<file path="src/rtl/mem_access_stage.sv">
// rtl/mem_access_stage.sv - MIPS MEM stage: load/store bus sequencing and write-back record generation
//
// Purpose:
//   Takes the EX-stage ALU result either as a load/store effective address or as a
//   pass-through value. Runs LW/LB/LBU/SW/SB on a req/ack data bus, holding EX off
//   while a transaction is outstanding, and emits one write-back pulse per accepted
//   instruction.
//
// Ports:
//   clk, rst          clock (rising edge), asynchronous active-high reset
//   ex_valid/ex_ready EX handshake; ex_ready is high iff the FSM is IDLE
//   mem_en, mem_op    access select and opcode (000 LW, 001 LB, 010 LBU, 100 SW, 101 SB)
//   alu_res           ALU result (effective address when mem_en=1)
//   store_data        store source register value
//   dst_reg, reg_we   destination register and its write request
//   bus_*             data-memory request channel, fields held stable until bus_ack
//   wb_*              write-back record, wb_valid is a one-cycle pulse
//   exc_misaligned    pulses with wb_valid for a misaligned or illegal access

module mem_access_stage #(
  parameter int ADDR_W = 32
) (
  input  logic              clk,
  input  logic              rst,
  input  logic              ex_valid,
  output logic              ex_ready,
  input  logic              mem_en,
  input  logic [2:0]        mem_op,
  input  logic [ADDR_W-1:0] alu_res,
  input  logic [ADDR_W-1:0] store_data,
  input  logic [4:0]        dst_reg,
  input  logic              reg_we,
  output logic              bus_req,
  output logic              bus_we,
  output logic [ADDR_W-1:0] bus_addr,
  output logic [3:0]        bus_be,
  output logic [ADDR_W-1:0] bus_wdata,
  input  logic              bus_ack,
  input  logic [ADDR_W-1:0] bus_rdata,
  output logic              wb_valid,
  output logic [ADDR_W-1:0] wb_data,
  output logic [4:0]        wb_reg,
  output logic              wb_we,
  output logic              exc_misaligned
);

  localparam logic [2:0] OP_LW  = 3'b000;
  localparam logic [2:0] OP_LB  = 3'b001;
  localparam logic [2:0] OP_LBU = 3'b010;
  localparam logic [2:0] OP_SW  = 3'b100;
  localparam logic [2:0] OP_SB  = 3'b101;

  typedef enum logic {IDLE, BUS} state_t;

  state_t state, state_n;

  // Instruction context kept for the duration of a bus transaction.
  logic [2:0]        op_q, op_n;
  logic [1:0]        lane_q, lane_n;
  logic              we_q, we_n;
  logic [4:0]        dst_q, dst_n;

  logic              bus_req_n, bus_we_n;
  logic [ADDR_W-1:0] bus_addr_n, bus_wdata_n;
  logic [3:0]        bus_be_n;
  logic              wb_valid_n, wb_we_n, exc_n;
  logic [ADDR_W-1:0] wb_data_n;
  logic [4:0]        wb_reg_n;

  logic              op_legal, op_misaligned;
  logic [7:0]        lane_byte;
  logic [ADDR_W-1:0] load_data;

  assign ex_ready = (state == IDLE);

  assign op_legal = (mem_op == OP_LW) || (mem_op == OP_LB) || (mem_op == OP_LBU) ||
                    (mem_op == OP_SW) || (mem_op == OP_SB);
  // Only word accesses carry an alignment requirement; byte accesses are legal anywhere.
  assign op_misaligned = ((mem_op == OP_LW) || (mem_op == OP_SW)) && (alu_res[1:0] != 2'b00);

  // Byte loads always fetch the full word; the addressed lane is picked here on return.
  always_comb begin
    lane_byte = bus_rdata[8*lane_q +: 8];
    case (op_q)
      OP_LB:   load_data = {{(ADDR_W-8){lane_byte[7]}}, lane_byte};
      OP_LBU:  load_data = {{(ADDR_W-8){1'b0}}, lane_byte};
      default: load_data = bus_rdata;
    endcase
  end

  always_comb begin
    state_n     = state;
    op_n        = op_q;
    lane_n      = lane_q;
    we_n        = we_q;
    dst_n       = dst_q;
    bus_req_n   = bus_req;
    bus_we_n    = bus_we;
    bus_addr_n  = bus_addr;
    bus_be_n    = bus_be;
    bus_wdata_n = bus_wdata;
    wb_valid_n  = 1'b0;
    wb_we_n     = 1'b0;
    exc_n       = 1'b0;
    wb_data_n   = wb_data;
    wb_reg_n    = wb_reg;

    case (state)
      IDLE: begin
        if (ex_valid) begin
          if (!mem_en) begin
            wb_valid_n = 1'b1;
            wb_data_n  = alu_res;
            wb_reg_n   = dst_reg;
            wb_we_n    = reg_we && (dst_reg != 5'd0);
          end else if (!op_legal || op_misaligned) begin
            wb_valid_n = 1'b1;
            wb_data_n  = '0;
            wb_reg_n   = dst_reg;
            exc_n      = 1'b1;
          end else begin
            state_n     = BUS;
            op_n        = mem_op;
            lane_n      = alu_res[1:0];
            we_n        = reg_we;
            dst_n       = dst_reg;
            bus_req_n   = 1'b1;
            bus_we_n    = mem_op[2];
            bus_addr_n  = {alu_res[ADDR_W-1:2], 2'b00};
            bus_be_n    = (mem_op == OP_SB) ? (4'b0001 << alu_res[1:0]) : 4'b1111;
            if (mem_op == OP_SB)
              bus_wdata_n = {4{store_data[7:0]}};
            else if (mem_op == OP_SW)
              bus_wdata_n = store_data;
            else
              bus_wdata_n = '0;
          end
        end
      end
      BUS: begin
        if (bus_ack) begin
          state_n    = IDLE;
          bus_req_n  = 1'b0;
          wb_valid_n = 1'b1;
          wb_reg_n   = dst_q;
          if (op_q[2]) begin
            wb_data_n = '0;
          end else begin
            wb_data_n = load_data;
            wb_we_n   = we_q && (dst_q != 5'd0);
          end
        end
      end
      default: state_n = IDLE;
    endcase
  end

  always_ff @(posedge clk or posedge rst) begin
    if (rst) begin
      state          <= IDLE;
      op_q           <= 3'b000;
      lane_q         <= 2'b00;
      we_q           <= 1'b0;
      dst_q          <= 5'd0;
      bus_req        <= 1'b0;
      bus_we         <= 1'b0;
      bus_addr       <= '0;
      bus_be         <= 4'b0000;
      bus_wdata      <= '0;
      wb_valid       <= 1'b0;
      wb_data        <= '0;
      wb_reg         <= 5'd0;
      wb_we          <= 1'b0;
      exc_misaligned <= 1'b0;
    end else begin
      state          <= state_n;
      op_q           <= op_n;
      lane_q         <= lane_n;
      we_q           <= we_n;
      dst_q          <= dst_n;
      bus_req        <= bus_req_n;
      bus_we         <= bus_we_n;
      bus_addr       <= bus_addr_n;
      bus_be         <= bus_be_n;
      bus_wdata      <= bus_wdata_n;
      wb_valid       <= wb_valid_n;
      wb_data        <= wb_data_n;
      wb_reg         <= wb_reg_n;
      wb_we          <= wb_we_n;
      exc_misaligned <= exc_n;
    end
  end

endmodule

</file>
<file path="config.mk">
export PLATFORM = sky130hd
export DESIGN_NAME = mem_access_stage
export DESIGN_NICKNAME = d
export VERILOG_FILES = /design/src/rtl/mem_access_stage.sv
export SDC_FILE = /design/constraint.sdc
export NUM_CORES = 1
export LEC_CHECK = 0
export CORE_MARGIN = 8
export CORE_UTILIZATION = 49
export CTS_CLUSTER_DIAMETER = 30
export DETAILED_ROUTE_END_ITERATION = 12
export PLACE_DENSITY = 0.87
export SYNTH_ARGS = -nofsm -noshare
export SYNTH_HDL_FRONTEND = slang
export SYNTH_SLANG_ARGS = --single-unit
</file>
<file path="constraint.sdc">
create_clock -name clk -period 6.1 [get_ports clk]
set_clock_uncertainty 0.05 [all_clocks]
set_input_delay 0.61 -clock clk [delete_from_list [all_inputs] [get_ports clk]]
set_output_delay 0.61 -clock clk [all_outputs]
set_load 0.02 [all_outputs]
</file>
# Word-level counts from Yosys, hierarchy flattened
# Index checks and enable logic that the tools add are counted.
[word_totals] in_bits=110 regBits=120 out_inout_bits=111 word_cells=85
[op_classes] reduce_logical=17 muxes=38 bitwise=2 n_eq_ne=11 n_shift=2
[op_table] op="32-bit 2-to-1 mux" n=7
[op_table] op="32-bit case mux with 2 select lines" n=2
[op_table] op="32-bit by 6-bit indexed part select with 8-bit output" n=1
[op_table] op="5-bit 2-to-1 mux" n=4
[op_table] op="1-bit 2-to-1 mux" n=19
[op_table] op="5-bit case mux with 2 select lines" n=1
[op_table] op="5-bit nonzero test" n=2
[op_table] op="1-bit case mux with 2 select lines" n=4
[op_table] op="4-bit AND reduction" n=2
[op_table] op="3-bit by 1-bit == test with 1-bit output, second input constant" n=2
[op_table] op="3-bit by 2-bit == test with 1-bit output, second input constant" n=2
[op_table] op="3-bit == test, second input constant" n=2
[op_table] op="1-bit logical OR" n=6
[op_table] op="2-bit != test, second input constant" n=3
[op_table] op="4-bit 2-to-1 mux" n=1
[op_table] op="1-bit by 2-bit left shift with 4-bit output, first input constant" n=1
[op_table] op="1-bit logical AND" n=3
[op_table] op="3-bit zero test" n=1
[op_table] op="3-bit by 2-bit != test with 1-bit output, second input constant" n=1
[op_table] op="3-bit AND reduction" n=1
[op_table] op="2-bit by 1-bit != test with 1-bit output, second input constant" n=1
[op_table] op="1-bit NOT" n=2
[op_table] op="2-bit nonzero test" n=1
[op_table] op="1-bit zero test" n=1

# Depth between registers and ports, before layout
# Gate-level depths: netlist (run 1).
[depth] word_depth=11 ltp_mapped=7 mapped_depth_nobuf=4

# Least setup slack after synthesis (run 1)
# OpenSTA, ideal clock, no wires.
[synth_path] kind="in2reg" from="input mem_op[0]" to="register bus_addr[11]" t_required_ns=5.925 setup_time_ns=0.125 path_stages=5 n_path_buf=2 path_slack_ns=4.179 arrival_time_ns=1.747 path_cell_list="buf_6 > o21bai_4 > o2111ai_4 > buf_4 > mux2_2"
[synth_via] elab_chain_cells=9 word_cells_on_any_way=15 cone_classes="eq/ne (4); bitwise (1); reduce/logical (10)"
[synth_lines] element="start: declaration" line_no="28" rtl="input logic [2:0] mem_op,"
[synth_lines] element="3-bit by 1-bit == test with 1-bit output / 3-bit zero test (equally long branches)" line_no="76, 79"
[synth_lines] element="1-bit logical OR (3 in a row)" line_no="76" rtl="assign op_legal = (mem_op == OP_LW) || (mem_op == OP_LB) || (mem_op == OP_LBU) ||"
[synth_lines] element="1-bit logical OR" line_no="77" rtl="(mem_op == OP_SW) || (mem_op == OP_SB);"
[synth_lines] element="1-bit zero test" line_no="116" rtl="end else if (!op_legal || op_misaligned) begin"
[synth_lines] element="1-bit logical OR *" line_no="116"
[synth_lines] element="1-bit NOT (no source line) *"
[synth_lines] element="4-bit AND reduction (no source line) *"
[synth_lines] element="end signal: assignment" line_no="183" rtl="bus_addr <= bus_addr_n;"
[synth_lines] element="end: declaration" line_no="35" rtl="output logic [ADDR_W-1:0] bus_addr,"
# Every way passes the cells marked *; elsewhere a longest branch is shown, timed or not.
# A chain may end at the register's enable or synchronous reset.

# Worst setup path after layout (run 1)
[layout_path] from="input mem_op[0]" to="register wb_data[10]"
[layout_via] elab_chain_cells=9 word_cells_on_any_way=15 cone_classes="eq/ne (5); reduce/logical (10)"
[layout_lines] element="3-bit by 1-bit == test with 1-bit output / 3-bit zero test (equally long branches)" line_no="76, 79"
[layout_lines] element="1-bit logical OR (3 in a row)" line_no="76"
[layout_lines] element="1-bit logical OR" line_no="77"
[layout_lines] element="1-bit zero test" line_no="116"
[layout_lines] element="1-bit logical OR *" line_no="116"
[layout_lines] element="3-bit by 2-bit != test with 1-bit output (no source line) *"
[layout_lines] element="3-bit AND reduction (no source line) *"
[layout_lines] element="end signal: assignment" line_no="187" rtl="wb_data <= wb_data_n;"
[layout_lines] element="end: declaration" line_no="41" rtl="output logic [ADDR_W-1:0] wb_data,"
# Marks and branches as above.

==> metrics.csv, run 1 <==
metric,value,unit
status,finished clean,
Tcrit/Tclk final,58.82,%
maximum clock insertion buffer count,2,
overall routing resource usage,24.39,%
Critical Path AT,3.75,ns
Mean Syn Cell Area,10.22,um^2
Root Buffer,clkbuf_16,
WP data required,6.26,ns
R2R Setup Slk,3.01,ns
"Slew Viols, Final",0,
first drt pass iteration count,5,
Mapped Area,0.006072,mm^2
initial antenna violation count,0,
Max Freq,0.2787,GHz
"Hold Vio Cnt, Final",0,
total power,3.090,mW
DRC Markers,0,
Core ar.,0.01206,mm^2
biggest regs,"bus_wdata x32, wb_data x32, bus_addr x30",
Post-DP HPWL,14.52,mm
register area share after synthesis,49.04,%
Synth Warn #,0,
crit path launch type,primary input,
final std cells w/o fill,965,
H-tree depth,4,
die width,127.3,um
most frequent cells in the layout,"218 x clkdlybuf4s50_1, 119 x dfrtp_1, 83 x nand2_1, 40 x a31oi_1, 38 x mux2_2",
WL/cell,20.87,um
fraction of the mapped netlist area in adder cells,0,%
Area Growth Syn to Fin,44.98,%
mux cell area share after synthesis,13.46,%
post-synthesis simple-gate area fraction,14.82,%
Reg area,0.002978,mm^2
Synth area leader,dfrtp_1,
# diodes,0,
FILL cells,802,
Synth Area in Compound Gates,16.51,%
Max IR drop VDD,0.0001781,V
"Clk Latency, worst-skew pair",0.42,ns
Clock Sink Count,119,
Post-Synth XOR/XNOR Area,0.2679,%
grt total ovfl,0,
FP Rows,40,
Starting Density,50.34,%
"Gates resized, CTS repair",0,
critical path capture point type,flip-flop,
vias in the first global route,5666,
First DRT Iteration DRCs,531,
final setup vio count,0,
Die Span Y,127.3,um
postcts setup bufs,0,
"top cells by area, synth","dfrtp_1 49%, mux2_2 7.0%, nand2_1 5.1%, mux2i_1 5.1%, o221ai_1 4.5%",
RSZ-0062 raised after global routing,false,
Multi-input gate area,0.002759,mm^2
number of I/O port buffers,218,
I/O pins,221,
Pwr per Cell Area,351.0,mW/mm^2
hold buffers post-CTS,0,
ratio of cells with drive above 1 in the final layout,10.29,%
"FF+latch count, synth",119,
largest family of logic cells by synthesized area,compound AO/OA/AOI/OAI gates,
total number of vias,5609,
first-pass GRT wire length,30.88,mm
HP Class,flip-flop to flip-flop,
"most common cell after layout, fill and taps aside",clkdlybuf4s50_1,
largest net degree at the start of global routing,94,
placed cell count,933,
final wirelength,20.14,mm
Via density,5.812,
synth unique cells,35,
Clock transition at path regs,0.05,ns
gpl congestion,0.8301,
Syn Inst Count,594,
total die area,0.01621,mm^2
CTS buffer count,17,
setup TNS,0,ns
Crit Path Class,primary input to flip-flop,
Lkg Pwr,3.596,nW
final net count,894,
CP max FO,38,
CTS tree,done,
Slew HR,6.131,%
"antenna viol nets, final",0,
share of the synthesized area in the top cell type,49.04,%
min Tclk post-route,3.588,ns
worst-margin pin slew,1.408,ns
Max Cap Viol,0,
[per-stage QoR]
step	utilization (%)	setup slack (ns)	instance area [um^2]	hold WS, ns
2_1_floorplan	-	2.283	6076	0.4301
5_1_grt	72.99	2.364	8803	0.4553
6_report	72.99	2.512	8803	0.4245
3_3_place_gp	68.39	2.356	8249	0.4105
4_1_cts	72.99	2.587	8803	0.4267
3_5_place_dp	68.39	2.167	8249	0.4154
[power breakdown]
| group | switching [mW] | internal [mW] | total, mW |
|---|---|---|---|
| registers | 0.132 | 0.962 | 1.09 |
| clock network | 0.351 | 0.588 | 0.939 |
| logic | 0.553 | 0.504 | 1.06 |
| total | 1.04 | 2.05 | 3.09 |
[cell families (layout without fill, tap and decap cells)]
kind of cell / Yosys count / after routing
XOR/XNOR: 1 / 1
multiplexers: 76 / 76
AO/OA/AOI/OAI: 138 / 138
AND/OR/NAND/NOR: 190 / 190
other: 1 / 2
buffers and inverters: 69 / 271
flip-flops: 119 / 119
[cell type report]
cell class / instances / share of cell area [%]
Tap cell: 168 / 2.388
Sequential cell: 119 / 33.83
Inverter: 14 / 0.6254
Timing Repair Buffer: 225 / 25.53
Clock inverter: 8 / 0.8243
Clock buffer: 24 / 5.472
Multi-Input combinational cell: 407 / 31.34
[critical path, stage by stage]
cell	delay, ns
clkdlybuf4s50_1	0.46
buf_4	0.39
and4bb_2	0.32
a311oi_4	0.19
buf_4	0.41
or2_1	1.11
a31oi_1	0.22
[worst paths after layout]
path | start | to | cells past startpoint
setup / recovery | mem_op[0] | wb_data[10]$_DFFE_PP0P_ | 7
hold / removal | bus_wdata[24]$_DFFE_PP0P_ | bus_wdata[24]$_DFFE_PP0P_ | 2
setup reg to reg | state$_DFF_PP0_ | wb_data[10]$_DFFE_PP0P_ | 5
hold reg to reg | bus_wdata[24]$_DFFE_PP0P_ | bus_wdata[24]$_DFFE_PP0P_ | 2
max in group asynchronous | rst | we_q$_DFFE_PP0P_ | 3
min in group asynchronous | rst | bus_wdata[11]$_DFFE_PP0P_ | 2
[metal layers]
metal / track usage (%) / routed length, um / up-vias / part of all wire, %
met5: 0 / 0 / - / 0
met4: 10.22 / 480 / 0 / 2.4
met3: 10.44 / 2371 / 43 / 12
met2: 39.72 / 9583 / 329 / 48
met1: 27.58 / 7704 / 2709 / 38
li1: - / - / 2528 / -
[Yosys cell counts]
cell	number
a21oi_1	9
a311oi_2	1
a31oi_1	40
and2_1	25
and3_1	1
and4bb_2	1
buf_2	8
buf_4	13
buf_6	5
clkbuf_1	29
conb_1	1
dfrtp_1	119
inv_1	14
mux2_1	7
mux2_2	38
mux2i_1	31
nand2_1	83
nand2b_1	2
nand3_1	1
nor2_1	17
nor2b_1	19
nor3_1	37
o2111ai_1	2
o2111ai_4	1
o211ai_1	1
o21a_1	8
o21ai_0	18
o21ai_1	1
o21bai_4	1
o221ai_1	31
o221ai_2	1
o31ai_1	24
or2_1	2
or4_1	2
xor2_2	1
(Power assumes the default switching activity.)
==> run 2, diff against run 1 <==
--- a/config.mk
+++ b/config.mk
@@ -6,10 +6,10 @@
 export NUM_CORES = 1
 export LEC_CHECK = 0
 export CORE_MARGIN = 8
-export CORE_UTILIZATION = 49
+export CORE_UTILIZATION = 45
 export CTS_CLUSTER_DIAMETER = 30
 export DETAILED_ROUTE_END_ITERATION = 12
-export PLACE_DENSITY = 0.87
+export PLACE_DENSITY = 0.81
 export SYNTH_ARGS = -nofsm -noshare
 export SYNTH_HDL_FRONTEND = slang
 export SYNTH_SLANG_ARGS = --single-unit
==> constraint.sdc (replaced) <==
create_clock -name clk -period 3.6 [get_ports clk]
set_clock_uncertainty 0.05 [all_clocks]
set_input_delay 0.36 -clock clk [delete_from_list [all_inputs] [get_ports clk]]
set_output_delay 0.36 -clock clk [all_outputs]
set_load 0.02 [all_outputs]
==> run 2 against run 1 <==
Compared with the run above: wire length is 0.22% lower; first-iteration DRC count fell by 13%; power rose by 68%; critical endpoint is now wb_data[26]$_DFFE_PP0P_; clock power increased by 63%; register-to-register slack got worse by 1.8 ns; critical path depth shrank 3; die area grew 7.7%; core utilization fell by 6.0 points; sequential share of layout area down 0.13 points; clock-buffer cell count rose by 4; worst setup slack got worse by 1.3 ns.
==> metrics.csv, run 2 (synthesis gave the netlist of run 1 again) <==
metric,value,unit,change
total die area,0.01747,mm^2,was 0.01621 mm^2
Clock Sink Count,119,,unchanged
ratio of cells with drive above 1 in the final layout,10.50,%,was 10.29%
reg2reg start,lane_q[0]$_DFFE_PP0P_,,was state$_DFF_PP0_
Post-DP HPWL,14.81,mm,was 14.52 mm
"Slew Viols, Final",0,,unchanged
CTS tree,done,,unchanged
CP endpoint,wb_data[26]$_DFFE_PP0P_,,was wb_data[10]$_DFFE_PP0P_
R2R Path End,wb_data[26]$_DFFE_PP0P_,,was wb_data[10]$_DFFE_PP0P_
most frequent cells in the layout,"218 x clkdlybuf4s50_1, 119 x dfrtp_1, 83 x nand2_1, 40 x a31oi_1, 38 x mux2_2",,unchanged
final wirelength,20.10,mm,was 20.14 mm
Lkg Pwr,3.619,nW,was 3.596 nW
Critical Path AT,2.63,ns,was 3.75 ns
maximum clock insertion buffer count,2,,unchanged
gpl congestion,0.8407,,was 0.8301
setup TNS,0,ns,unchanged
first drt pass iteration count,5,,unchanged
postcts setup bufs,0,,unchanged
Pwr per Cell Area,587.1,mW/mm^2,was 351.0 mW/mm^2
min Tclk post-route,2.358,ns,
Core ar.,0.01319,mm^2,was 0.01206 mm^2
RSZ-0062 raised after global routing,false,,unchanged
Starting Density,46.03,%,was 50.34%
first-pass GRT wire length,31.71,mm,was 30.88 mm
critical path capture point type,flip-flop,,unchanged
I/O pins,221,,unchanged
CP max FO,24,,was 38
R2R Setup Slk,1.24,ns,was 3.01 ns
"Clk Latency, worst-skew pair",0.41,ns,was 0.42 ns
biggest regs,"bus_wdata x32, wb_data x32, bus_addr x30",,unchanged
WP data required,3.87,ns,was 6.26 ns
grt total ovfl,0,,unchanged
First DRT Iteration DRCs,464,,was 531
Area Growth Syn to Fin,45.54,%,was 44.98%
CTS buffer count,17,,unchanged
R2R depth,4,,was 5
worst-margin pin slew,1.137,ns,was 1.408 ns
critical path's largest stage delay,0.88,ns,was 1.11 ns
Die Span Y,132.2,um,was 127.3 um
HP Class,primary input to asynchronous set/reset pin,,was flip-flop to flip-flop
overall routing resource usage,22.73,%,was 24.39%
Crit. Startpoint,lane_q[0]$_DFFE_PP0P_,,was mem_op[0]
hold buffers post-CTS,0,,unchanged
placed cell count,945,,was 933
cells along the critical path,or2_1 > o221ai_2 > o221ai_1 > a31oi_1,,was clkdlybuf4s50_1 > buf_4 > and4bb_2 > a311oi_4 > buf_4 > or2_1 > a31oi_1
FP Rows,42,,was 40
DRC Markers,0,,unchanged
Max IR drop VDD,0.0003025,V,was 0.0001781 V
Max Cap Viol,0,,unchanged
Crit Path Class,flip-flop to flip-flop,,was primary input to flip-flop
H-tree depth,4,,unchanged
Max Freq,0.4241,GHz,
Clock transition at path regs,0.05,ns,about the same
"Gates resized, CTS repair",0,,unchanged
number of I/O port buffers,218,,unchanged
final setup vio count,0,,unchanged
Root Buffer,clkbuf_16,,unchanged
largest net degree at the start of global routing,91,,was 94
total power,5.188,mW,was 3.090 mW
fin area,0.008837,mm^2,was 0.008803 mm^2
WL/cell,20.57,um,was 20.87 um
Tcrit/Tclk final,65.49,%,
placed instance area,0.008303,mm^2,was 0.008249 mm^2
final std cells w/o fill,977,,was 965
crit path launch type,flip-flop,,was primary input
Via density,5.679,,was 5.812
"Hold Vio Cnt, Final",0,,unchanged
die width,132.2,um,was 127.3 um
CP max stage cell,o221ai_2,,was or2_1
total number of vias,5548,,was 5609
initial antenna violation count,1,,was 0
status,finished clean,,unchanged
vias in the first global route,5710,,was 5666
"most common cell after layout, fill and taps aside",clkdlybuf4s50_1,,unchanged
"antenna viol nets, final",0,,unchanged
Final Util,67.00,%,was 72.99%
Slew HR,24.23,%,was 6.131%
final net count,898,,was 894
[run 2: cell types whose count changed in the layout (fill, tap and decap cells not counted), moves of 2 or more]
cell	before	now
clkbuf_8	3	5
clkbuf_1	4	6
clkinvlp_4	3	0
buf_4	6	9
[run 2: layout make-up]
cell class | count | area, um^2
clock inverter | 3 | 15.01
sequential | 119 | 2978
tap | 176 | 220.2
fill | 1054 | 4353
multi-input combinational | 407 | 2760
inverter | 14 | 55.05
timing repair buffer | 229 | 2290
clock buffer | 28 | 516.7
antenna | 1 | 2.502
[run 2: how the worst min path moves through the flow]
| stage | depth (start not counted) | from | to | slack [ns] |
|---|---|---|---|---|
| 2_1_floorplan | 1 | bus_ack | state$_DFF_PP0_ | 0.41 |
| 3_3_place_gp | 2 | bus_wdata[14]$_DFFE_PP0P_ | bus_wdata[14]$_DFFE_PP0P_ | 0.41 |
| 3_5_place_dp | 2 | bus_wdata[9]$_DFFE_PP0P_ | bus_wdata[9]$_DFFE_PP0P_ | 0.42 |
| 4_1_cts | 2 | rst | bus_addr[29]$_DFFE_PP0P_ | 0.41 |
| 5_1_grt | 2 | rst | bus_addr[29]$_DFFE_PP0P_ | 0.43 |
| 6_report | 2 | rst | bus_addr[28]$_DFFE_PP0P_ | 0.39 |
[run 2: per-layer routing]
metal  vias to the layer above  part of all wire (%)  routed length [um]  GRT usage (%)
met1                      2684                    40                8089          27.06
li1                       2537                     -                   -              -
met2                       297                    47                9357          35.70
met4                         0                   2.1                 432          8.105
met5                         -                     0                   0              0
met3                        30                    11                2215          10.02
[run 2: critical path, delay by kind of cell, from the launching register on]
family | cells | cell delay, ns
flip-flops | 1 | 0.53
AND/OR/NAND/NOR | 1 | 0.31
AO/OA/AOI/OAI | 3 | 1.37
[run 2: metrics by stage]
stage	setup WS [ns]	hold WS, ns
after floorplan	0.03253	0.4064
after global placement	1.193	0.4097
after detailed placement	1.127	0.4160
after CTS	1.307	0.4074
after global routing	1.094	0.4337
final	1.242	0.3883
[run 2: power by group]
| group | internal [mW] | switching [mW] |
|---|---|---|
| Clock | 0.963 | 0.565 |
| Sequential | 1.63 | 0.195 |
| Combinational | 0.863 | 0.971 |
==> run 3, diff against run 2 <==
--- a/config.mk
+++ b/config.mk
@@ -6,10 +6,10 @@
 export NUM_CORES = 1
 export LEC_CHECK = 0
 export CORE_MARGIN = 8
-export CORE_UTILIZATION = 45
+export CORE_UTILIZATION = 41
 export CTS_CLUSTER_DIAMETER = 30
 export DETAILED_ROUTE_END_ITERATION = 12
-export PLACE_DENSITY = 0.81
+export PLACE_DENSITY = 0.77
 export SYNTH_ARGS = -nofsm -noshare
 export SYNTH_HDL_FRONTEND = slang
 export SYNTH_SLANG_ARGS = --single-unit
==> constraint.sdc (replaced) <==
create_clock -name clk -period 2.1 [get_ports clk]
set_clock_uncertainty 0.05 [all_clocks]
set_input_delay 0.21 -clock clk [delete_from_list [all_inputs] [get_ports clk]]
set_output_delay 0.21 -clock clk [all_outputs]
set_load 0.02 [all_outputs]
==> run 3 against run 2 <==
Compared with the run above: highest routed layer unchanged; sequential share of layout area fell by 1.1 points; largest power group is now combinational logic; clock power rose by 100%; non-clock buffer count rose by 21; core utilization fell by 3.8 points; critical path type is now flip-flop to primary output; first-iteration DRC count fell by 18%.
==> metrics.csv, run 3 (synthesis gave the netlist of run 1 again) <==
metric,value,unit,change
RSZ-0062 raised after global routing,false,,unchanged
ratio of cells with drive above 1 in the final layout,13.02,%,was 10.50%
CP max FO,7,,was 24
"Hold Vio Cnt, Final",0,,unchanged
Max IR drop VDD,0.0006128,V,was 0.0003025 V
FP Rows,44,,was 42
"Gates resized, CTS repair",0,,unchanged
power share of the clock group,32.6,%,was 29.5%
die width,137.7,um,was 132.2 um
H-tree depth,4,,unchanged
total power,9.424,mW,was 5.188 mW
worst-margin pin slew,0.6430,ns,was 1.137 ns
First DRT Iteration DRCs,379,,was 464
first-pass GRT wire length,30.67,mm,was 31.71 mm
Max Freq,0.4976,GHz,
critical path capture point type,primary output,,was flip-flop
DRC Markers,0,,unchanged
biggest regs,"bus_wdata x32, wb_data x32, bus_addr x30",,unchanged
R2R depth,5,,was 4
final wirelength,20.02,mm,was 20.10 mm
sequential share of power,32.9,%,was 35.2%
grt total ovfl,0,,unchanged
WP data required,1.84,ns,was 3.87 ns
setup TNS,0,ns,unchanged
total number of vias,5533,,was 5548
vias in the first global route,5641,,was 5710
Final WS setup,0.09042,ns,was 1.242 ns
Root Buffer,clkbuf_16,,unchanged
postcts setup bufs,0,,unchanged
pre-CTS setup slack,0.02365,ns,was 1.127 ns
Post-DP HPWL,15.00,mm,was 14.81 mm
# diodes,0,,was 1
R2R Path End,wb_data[12]$_DFFE_PP0P_,,was wb_data[26]$_DFFE_PP0P_
initial antenna violation count,0,,was 1
Comb pwr share,34.5,%,was 35.3%
placed cell count,974,,was 945
reg2reg start,lane_q[1]$_DFFE_PP0P_,,was lane_q[0]$_DFFE_PP0P_
R2R Setup Slk,0.33,ns,was 1.24 ns
maximum clock insertion buffer count,2,,unchanged
gpl congestion,0.8439,,was 0.8407
hold buffers post-CTS,0,,unchanged
Tcrit/Tclk final,95.69,%,
total internal power,6.406,mW,was 3.457 mW
Die Span Y,137.7,um,was 132.2 um
"most common cell after layout, fill and taps aside",clkdlybuf4s50_1,,unchanged
CTS tree,done,,unchanged
min Tclk post-route,2.010,ns,
status,finished clean,,unchanged
most frequent cells in the layout,"218 x clkdlybuf4s50_1, 119 x dfrtp_1, 83 x nand2_1, 40 x a31oi_1, 38 x mux2_2",,unchanged
FILL cells,1168,,was 1054
Clock transition at path regs,0.06,ns,was 0.05 ns
Clock Sink Count,119,,unchanged
Starting Density,41.94,%,was 46.03%
Area Growth Syn to Fin,50.67,%,was 45.54%
total die area,0.01896,mm^2,was 0.01747 mm^2
Crit Path Class,flip-flop to primary output,,was flip-flop to flip-flop
HP Class,primary input to asynchronous set/reset pin,,unchanged
final std cells w/o fill,1006,,was 977
sw power,3.017,mW,was 1.731 mW
Core ar.,0.01448,mm^2,was 0.01319 mm^2
first drt pass iteration count,6,,was 5
overall routing resource usage,20.99,%,was 22.73%
sw frac,32.02,%,was 33.36%
Max Cap Viol,0,,unchanged
number of I/O port buffers,218,,unchanged
WL/cell,19.90,um,was 20.57 um
Pwr per Cell Area,1030,mW/mm^2,was 587.1 mW/mm^2
"Clk Latency, worst-skew pair",0.41,ns,about the same
final setup vio count,0,,unchanged
"antenna viol nets, final",0,,unchanged
Slew HR,57.14,%,was 24.23%
crit path launch type,flip-flop,,unchanged
Lkg Pwr,3.781,nW,was 3.619 nW
final net count,919,,was 898
Via density,5.500,,was 5.679
I/O pins,221,,unchanged
largest net degree at the start of global routing,120,,was 91
"Slew Viols, Final",0,,unchanged
Critical Path AT,1.75,ns,was 2.63 ns
Final Util,63.19,%,was 67.00%
CTS buffer count,17,,unchanged
## run 3: cell types whose count changed in the layout (fill, tap and decap cells not counted), moves of 2 or more
cell	delta
clkbuf_1	-2
buf_12	+5
bufinv_16	+4
clkinvlp_4	+2
buf_4	+16
clkbuf_8	-3
## run 3: per-layer routing
layer	part of all wire (%)	GRT usage (%)	vias to the layer above
met2	46	32.72	265
met4	2.4	7.522	0
li1	-	-	2576
met1	40	25.12	2656
met5	0	0	-
met3	12	9.482	36
## run 3: area by class of cell
cell class	count	area [um^2]	share of cell area, %
Clock inverter	9	147.6	1.614
Sequential cell	119	2978	32.55
Clock buffer	23	467.9	5.115
Multi-Input combinational cell	407	2759	30.16
Inverter	14	56.30	0.6154
Tap cell	184	230.2	2.516
Timing Repair Buffer	250	2510	27.43
## run 3: power by group through the flow
stage,Combinational (mW),Clock (mW),Sequential (mW)
floorplan,1.17,0,3.64
global placement,3.19,0,3.11
detailed placement,3.27,0,3.14
CTS,3.28,3.11,3.11
global route,3.48,3.24,3.17
finish,3.25,3.07,3.10
## run 3: worst max path at each step
stage,from,to,cells past startpoint
floorplan,rst,bus_addr[10]$_DFFE_PP0P_,1
global placement,mem_op[0],wb_data[20]$_DFFE_PP0P_,6
detailed placement,mem_op[0],wb_data[23]$_DFFE_PP0P_,6
CTS,state$_DFF_PP0_,ex_ready,3
global route,state$_DFF_PP0_,ex_ready,3
finish,state$_DFF_PP0_,ex_ready,3
## run 3: per-stage QoR
step | hold WS (ns) | cell area (um^2)
2_1_floorplan | 0.2564 | 6080
3_3_place_gp | 0.4098 | 8533
3_5_place_dp | 0.4199 | 8533
4_1_cts | 0.3216 | 9149
5_1_grt | 0.3500 | 9149
6_report | 0.2787 | 9149
## run 3: critical path: stages (launching register included)
cell	delay [ns]
dfrtp_1	0.42
buf_4	0.19
inv_1	0.08
clkdlybuf4s50_1	0.64
